**src/rtl/branch_predictor.sv**
```systemverilog
// branch_predictor: direct-mapped tagged BTB plus a bimodal or gshare saturating-counter table.
// Prediction is combinational from pre-edge state; resolved-branch updates land on the rising edge.
module branch_predictor #(
  parameter int ENTRIES  = 64,
  parameter int CTR_BITS = 2,
  parameter int TAG_BITS = 8,
  parameter int GSHARE   = 0,
  parameter int GHR_BITS = 8
) (
  input  logic        clk_i,
  input  logic        rst_i,
  input  logic [31:0] lk_pc_i,
  input  logic        lk_valid_i,
  output logic        pred_hit_o,
  output logic        pred_taken_o,
  output logic [31:0] pred_target_o,
  input  logic        upd_valid_i,
  input  logic [31:0] upd_pc_i,
  input  logic        upd_is_cond_i,
  input  logic        upd_taken_i,
  input  logic [31:0] upd_target_i,
  input  logic        upd_mispred_i,
  input  logic        flush_i,
  output logic [31:0] stat_lookups_o,
  output logic [31:0] stat_mispred_o
);

  localparam int IDX_BITS = $clog2(ENTRIES);
  localparam int TAG_LO   = IDX_BITS + 2;
  localparam int TAG_HI   = IDX_BITS + TAG_BITS + 1;
  localparam logic [CTR_BITS-1:0] CTR_MAX  = {CTR_BITS{1'b1}};
  localparam logic [CTR_BITS-1:0] CTR_INIT = CTR_BITS'((1 << (CTR_BITS - 1)) - 1);

  logic [ENTRIES-1:0]  valid_reg;
  logic [TAG_BITS-1:0] tag_mem    [ENTRIES];
  logic [31:0]         target_mem [ENTRIES];
  logic                cond_mem   [ENTRIES];
  logic [CTR_BITS-1:0] ctr_reg    [ENTRIES];
  logic [GHR_BITS-1:0] ghr_reg;
  logic [GHR_BITS-1:0] ghr_next;
  logic [31:0]         lookups_reg;
  logic [31:0]         mispred_reg;

  logic [IDX_BITS-1:0] ghr_fold;
  logic [IDX_BITS-1:0] lk_idx;
  logic [IDX_BITS-1:0] lk_cidx;
  logic [TAG_BITS-1:0] lk_tag;
  logic                lk_hit;
  logic                lk_taken;
  logic [IDX_BITS-1:0] upd_idx;
  logic [IDX_BITS-1:0] upd_cidx;
  logic [TAG_BITS-1:0] upd_tag;
  logic                upd_cond;
  logic                btb_write;
  logic [CTR_BITS-1:0] ctr_cur;
  logic [CTR_BITS-1:0] ctr_next;

  // History bits beyond GHR_BITS read as zero, so short histories still elaborate.
  for (genvar gi = 0; gi < IDX_BITS; gi++) begin : g_fold
    if (gi < GHR_BITS) begin : g_bit
      assign ghr_fold[gi] = ghr_reg[gi];
    end else begin : g_zero
      assign ghr_fold[gi] = 1'b0;
    end
  end

  assign lk_idx   = lk_pc_i[TAG_LO-1:2];
  assign lk_tag   = lk_pc_i[TAG_HI:TAG_LO];
  assign lk_cidx  = (GSHARE != 0) ? (lk_idx ^ ghr_fold) : lk_idx;
  assign upd_idx  = upd_pc_i[TAG_LO-1:2];
  assign upd_tag  = upd_pc_i[TAG_HI:TAG_LO];
  assign upd_cidx = (GSHARE != 0) ? (upd_idx ^ ghr_fold) : upd_idx;

  assign lk_hit        = valid_reg[lk_idx] && (tag_mem[lk_idx] == lk_tag);
  assign lk_taken      = lk_hit && (!cond_mem[lk_idx] || ctr_reg[lk_cidx][CTR_BITS-1]);
  assign pred_hit_o    = lk_hit;
  assign pred_taken_o  = lk_taken;
  assign pred_target_o = lk_taken ? target_mem[lk_idx] : lk_pc_i + 32'd4;

  assign upd_cond  = upd_valid_i && upd_is_cond_i;
  assign btb_write = upd_valid_i && upd_taken_i && !flush_i;
  assign ctr_cur   = ctr_reg[upd_cidx];
  assign ghr_next  = GHR_BITS'({ghr_reg, upd_taken_i});

  always_comb begin
    ctr_next = ctr_cur;
    if (upd_taken_i) begin
      if (ctr_cur != CTR_MAX) ctr_next = ctr_cur + 1'b1;
    end else if (ctr_cur != '0) begin
      ctr_next = ctr_cur - 1'b1;
    end
  end

  always_ff @(posedge clk_i) begin
    if (rst_i) begin
      valid_reg   <= '0;
      ghr_reg     <= '0;
      lookups_reg <= '0;
      mispred_reg <= '0;
      for (int i = 0; i < ENTRIES; i++) ctr_reg[i] <= CTR_INIT;
    end else begin
      // Flush beats a same-cycle BTB install; counters and history still train.
      if (flush_i) valid_reg <= '0;
      else if (btb_write) valid_reg[upd_idx] <= 1'b1;
      if (upd_cond) begin
        ctr_reg[upd_cidx] <= ctr_next;
        ghr_reg           <= ghr_next;
      end
      if (lk_valid_i) lookups_reg <= lookups_reg + 32'd1;
      if (upd_valid_i && upd_mispred_i) mispred_reg <= mispred_reg + 32'd1;
    end
  end

  // BTB payload is qualified by valid_reg, so it carries no reset.
  always_ff @(posedge clk_i) begin
    if (!rst_i && btb_write) begin
      tag_mem[upd_idx]    <= upd_tag;
      target_mem[upd_idx] <= {upd_target_i[31:1], 1'b0};
      cond_mem[upd_idx]   <= upd_is_cond_i;
    end
  end

  assign stat_lookups_o = lookups_reg;
  assign stat_mispred_o = mispred_reg;

endmodule
```
**config.mk**
```make
export PLATFORM = sky130hd
export DESIGN_NAME = branch_predictor
export DESIGN_NICKNAME = d
export VERILOG_FILES = /design/src/rtl/branch_predictor.sv
export SDC_FILE = /design/constraint.sdc
export NUM_CORES = 2
export LEC_CHECK = 0
export ABC_CLOCK_PERIOD_IN_PS = 4500
export BUFFER_PORTS_ARGS = -buffer_cell sky130_fd_sc_hd__buf_2
export CAP_MARGIN = 20
export CORE_MARGIN = 1
export CORE_UTILIZATION = 40
export CTS_CLUSTER_DIAMETER = 80
export CTS_CLUSTER_SIZE = 14
export DETAILED_ROUTE_END_ITERATION = 10
export PLACE_DENSITY = 0.59
export SYNTH_ARGS = -nofsm -noshare
export SYNTH_HDL_FRONTEND = slang
export SYNTH_SLANG_ARGS = --single-unit
```
**constraint.sdc**
```tcl
create_clock -name clk_i -period 4.5 [get_ports clk_i]
set_clock_uncertainty 0.1 [all_clocks]
set_input_delay 0.225 -clock clk_i [delete_from_list [all_inputs] [get_ports clk_i]]
set_output_delay 0.225 -clock clk_i [all_outputs]
set_load 0.01 [all_outputs]
```
==> flow_metrics.tcl <==
set metrics [dict create \
    status "finished, violations left" \
    violations "setup timing" \
    critPathCaptureType "output port" \
    avgSynthCellArea_sq_um 20.84 \
    synth_async_sr_flop_share 0 \
    grt_pass1_vias 56250 \
    fin_nets 5821 \
    insertion_delay_ps 860 \
    p_leak_nw 38.92 \
    syn_to_final_growth_pct 12.97 \
    synthesis.nets 5406 \
    coreArea_sq_mm 0.2741 \
    path_cells "mux4_2 -> mux4_2 -> nor2_1 -> or4_1 -> and4_1 -> o221ai_2 -> nor4_4 -> nand4_4 -> buf_8 -> buf_12 -> mux2_4 -> buf_2" \
    largest_reg_flops 1984 \
    cp-start-kind "register" \
    dr.max_layer_used "met5" \
    critPathMaxStageDelay_ps 510 \
    path_clk_slew_ps 70 \
    overflow 0 \
    worstPathRequired_ps 4180 \
    cts_tree "yes" \
    netlist_area_sq_mm 0.1104 \
    ys_top_cells_by_area "edfxtp_1 (73%), mux4_2 (15%), dfxtp_1 (2.3%)" \
    via_count 56710 \
    drv_slew 0 \
    synth_commonest_cells "edfxtp_1 (2688), mux4_2 (732), nor2_1 (285), mux2i_1 (134), dfxtp_1 (128)" \
    powerDensity_mw_per_mm2 396.2 \
    max_freq_ghz 0.2161 \
    worstPathMaxFanout 18 \
    drv_cap 0 \
    slew_headroom 0.1945 \
    r2r_slack_ps 1160 \
    placementRows 192 \
    finalCritPeriodShare 1.028 \
    synth_top_cell_area_share 0.7309 \
    hold_class "primary input to register" \
    synth_cells 5299 \
    pre_cts_ws_ps -3.006 \
    hold_viol_final 0 \
    synth_flop_cell "edfxtp_1" \
    die_h_um 527.4 \
    crit_arrival_ps 4300 \
    setup_viol 26 \
    grt_setup_unrepaired "true" \
    postPlaceCellArea_sq_mm 0.1179 \
    cts.htree.levels 4 \
    cts.sinks 2816 \
    dieArea_sq_mm 0.2782 \
    io_buffers 182 \
    worst_slack_ps -127.6 \
    crit_top_cell "mux4_2" \
    root_buffer "clkbuf_16" \
    yosysMostFrequentCell "edfxtp_1" \
    yosysTopAreaCell "edfxtp_1" \
    seq_area_frac_synth 0.7542 \
    route.met3.wl_mm 24.27 \
    vdd_drop_max_mv 0.3082 \
    utilization 0.4551 \
    antenna_found_initial 21 \
    fin_tns_setup_ps -1899 \
    synth_cell_type_count 66 \
    wl_per_cell_um 33.35 \
    grt_max_degree 129 \
    ys_ff_latch 2816 \
    drc 0 \
    via_per_inst 6.006 \
    synth-edff-count 2688 \
    firstDrtPassIters 9 \
    ios 202 \
    wl_met1_mm 125.0 \
    critPathSlowestCell "mux4_2" \
    ys_warn_count 0 \
    grt_usage 0.2244 \
    ant_nets 0 \
    met2RoutedLength_mm 157.5 \
    worst_pin_slew_ps 1200 \
    cts_buffers 229 \
    cts_max_path_buffers 4 \
    finalPower_mw 49.43 \
    routed_wl_mm 314.9 \
    worst-setup-path-type "register to output port" \
    die_x_um 527.4 \
    initial_core_util 0.4029 \
    period_minus_slack_ps 4628 \
    drive_gt1_frac 0.2730 \
    grt_pass1_wl_mm 438.5 \
    final_area_sq_mm 0.1248 \
    drt_iter0_markers 7388 \
    globalplace.congestion 0.8499 \
    hpwl_mm 174.5 \
]
placed cells by master (no fill, tap or decap), types with 51 or more instances in the layout:
master,synthesis,layout
nand2_1,102,101
nand3_1,106,106
buf_4,40,185
buf_2,109,163
clkbuf_16,0,231
dlygate4sd3_1,0,51
a21oi_1,93,93
mux2i_1,134,132
nor2_4,0,66
xor2_1,51,51
nor3_1,65,63
buf_12,1,91
a21o_1,56,56
mux4_2,732,732
nor2_1,285,219
a22oi_1,54,54
dfxtp_1,128,128
edfxtp_1,2688,2688
power breakdown:
group / switching [mW] / internal, mW
combinational: 1.66 / 1.09
sequential: 0.0354 / 28.7
clock: 8.80 / 9.13
area by class of cell:
cell class / instances / area (sq um)
diodes: 5 / 12.51
clock buffers: 257 / 5878
clock inverters: 11 / 128.9
fillers: 22930 / 149400
inverters: 28 / 113.9
multi-input cells: 2130 / 25960
flip-flops and latches: 2816 / 83280
well taps: 3686 / 4612
repair buffers: 509 / 4766
cells by family (layout without fill, tap and decap cells):
kind of cell,after synthesis,in the layout,synth area share
xor+xnor,85,85,0.006742
fa+ha+maj,5,5,0.0005212
flops,2816,2816,0.7542
mux,900,900,0.1656
other cells,0,5,0
simple gates,732,732,0.03134
compound gates,408,408,0.02566
buf+inv,353,805,0.01600
timing repair:
action                     in CTS  in global routing
hold buffers                   48                  3
pin swaps                       5                  1
resized for setup              29                  0
setup endpoints to repair      31                 32
hold endpoints to repair     2350                145
setup buffers                   2                  0
worst paths after layout:
| kind | startpoint | cells past startpoint | to |
|---|---|---|---|
| hold / removal | upd_pc_i[8] | 2 | tag_mem[33][0] |
| hold reg to reg | valid_reg[63] | 2 | valid_reg[63] |
| setup / recovery | tag_mem[7][6] | 12 | pred_target_o[28] |
| setup reg to reg | ctr_reg[1][1] | 9 | ctr_reg[50][1] |
critical path: cells and delay by family (launching register included):
kind / cells / cell delay (ps)
multiplexers: 3 / 1300
AND/OR/NAND/NOR: 5 / 1060
buffers and inverters: 3 / 520
flip-flops: 1 / 370
AO/OA/AOI/OAI: 1 / 120
routing by layer:
layer	GRT usage	vias to the layer above
li1	-	22720
met1	0.3074	30970
met2	0.3763	2587
met3	0.03178	425
met4	0.05912	10
met5	0	-
per-stage QoR:
stage,cells,hold WS [ps]
finish,9442,103.2
global route,9441,109.4
CTS,9426,6.187
detailed placement,9109,348.8
global placement,9108,342.2
floorplan,5299,223.9
(Power assumes the default switching activity.)
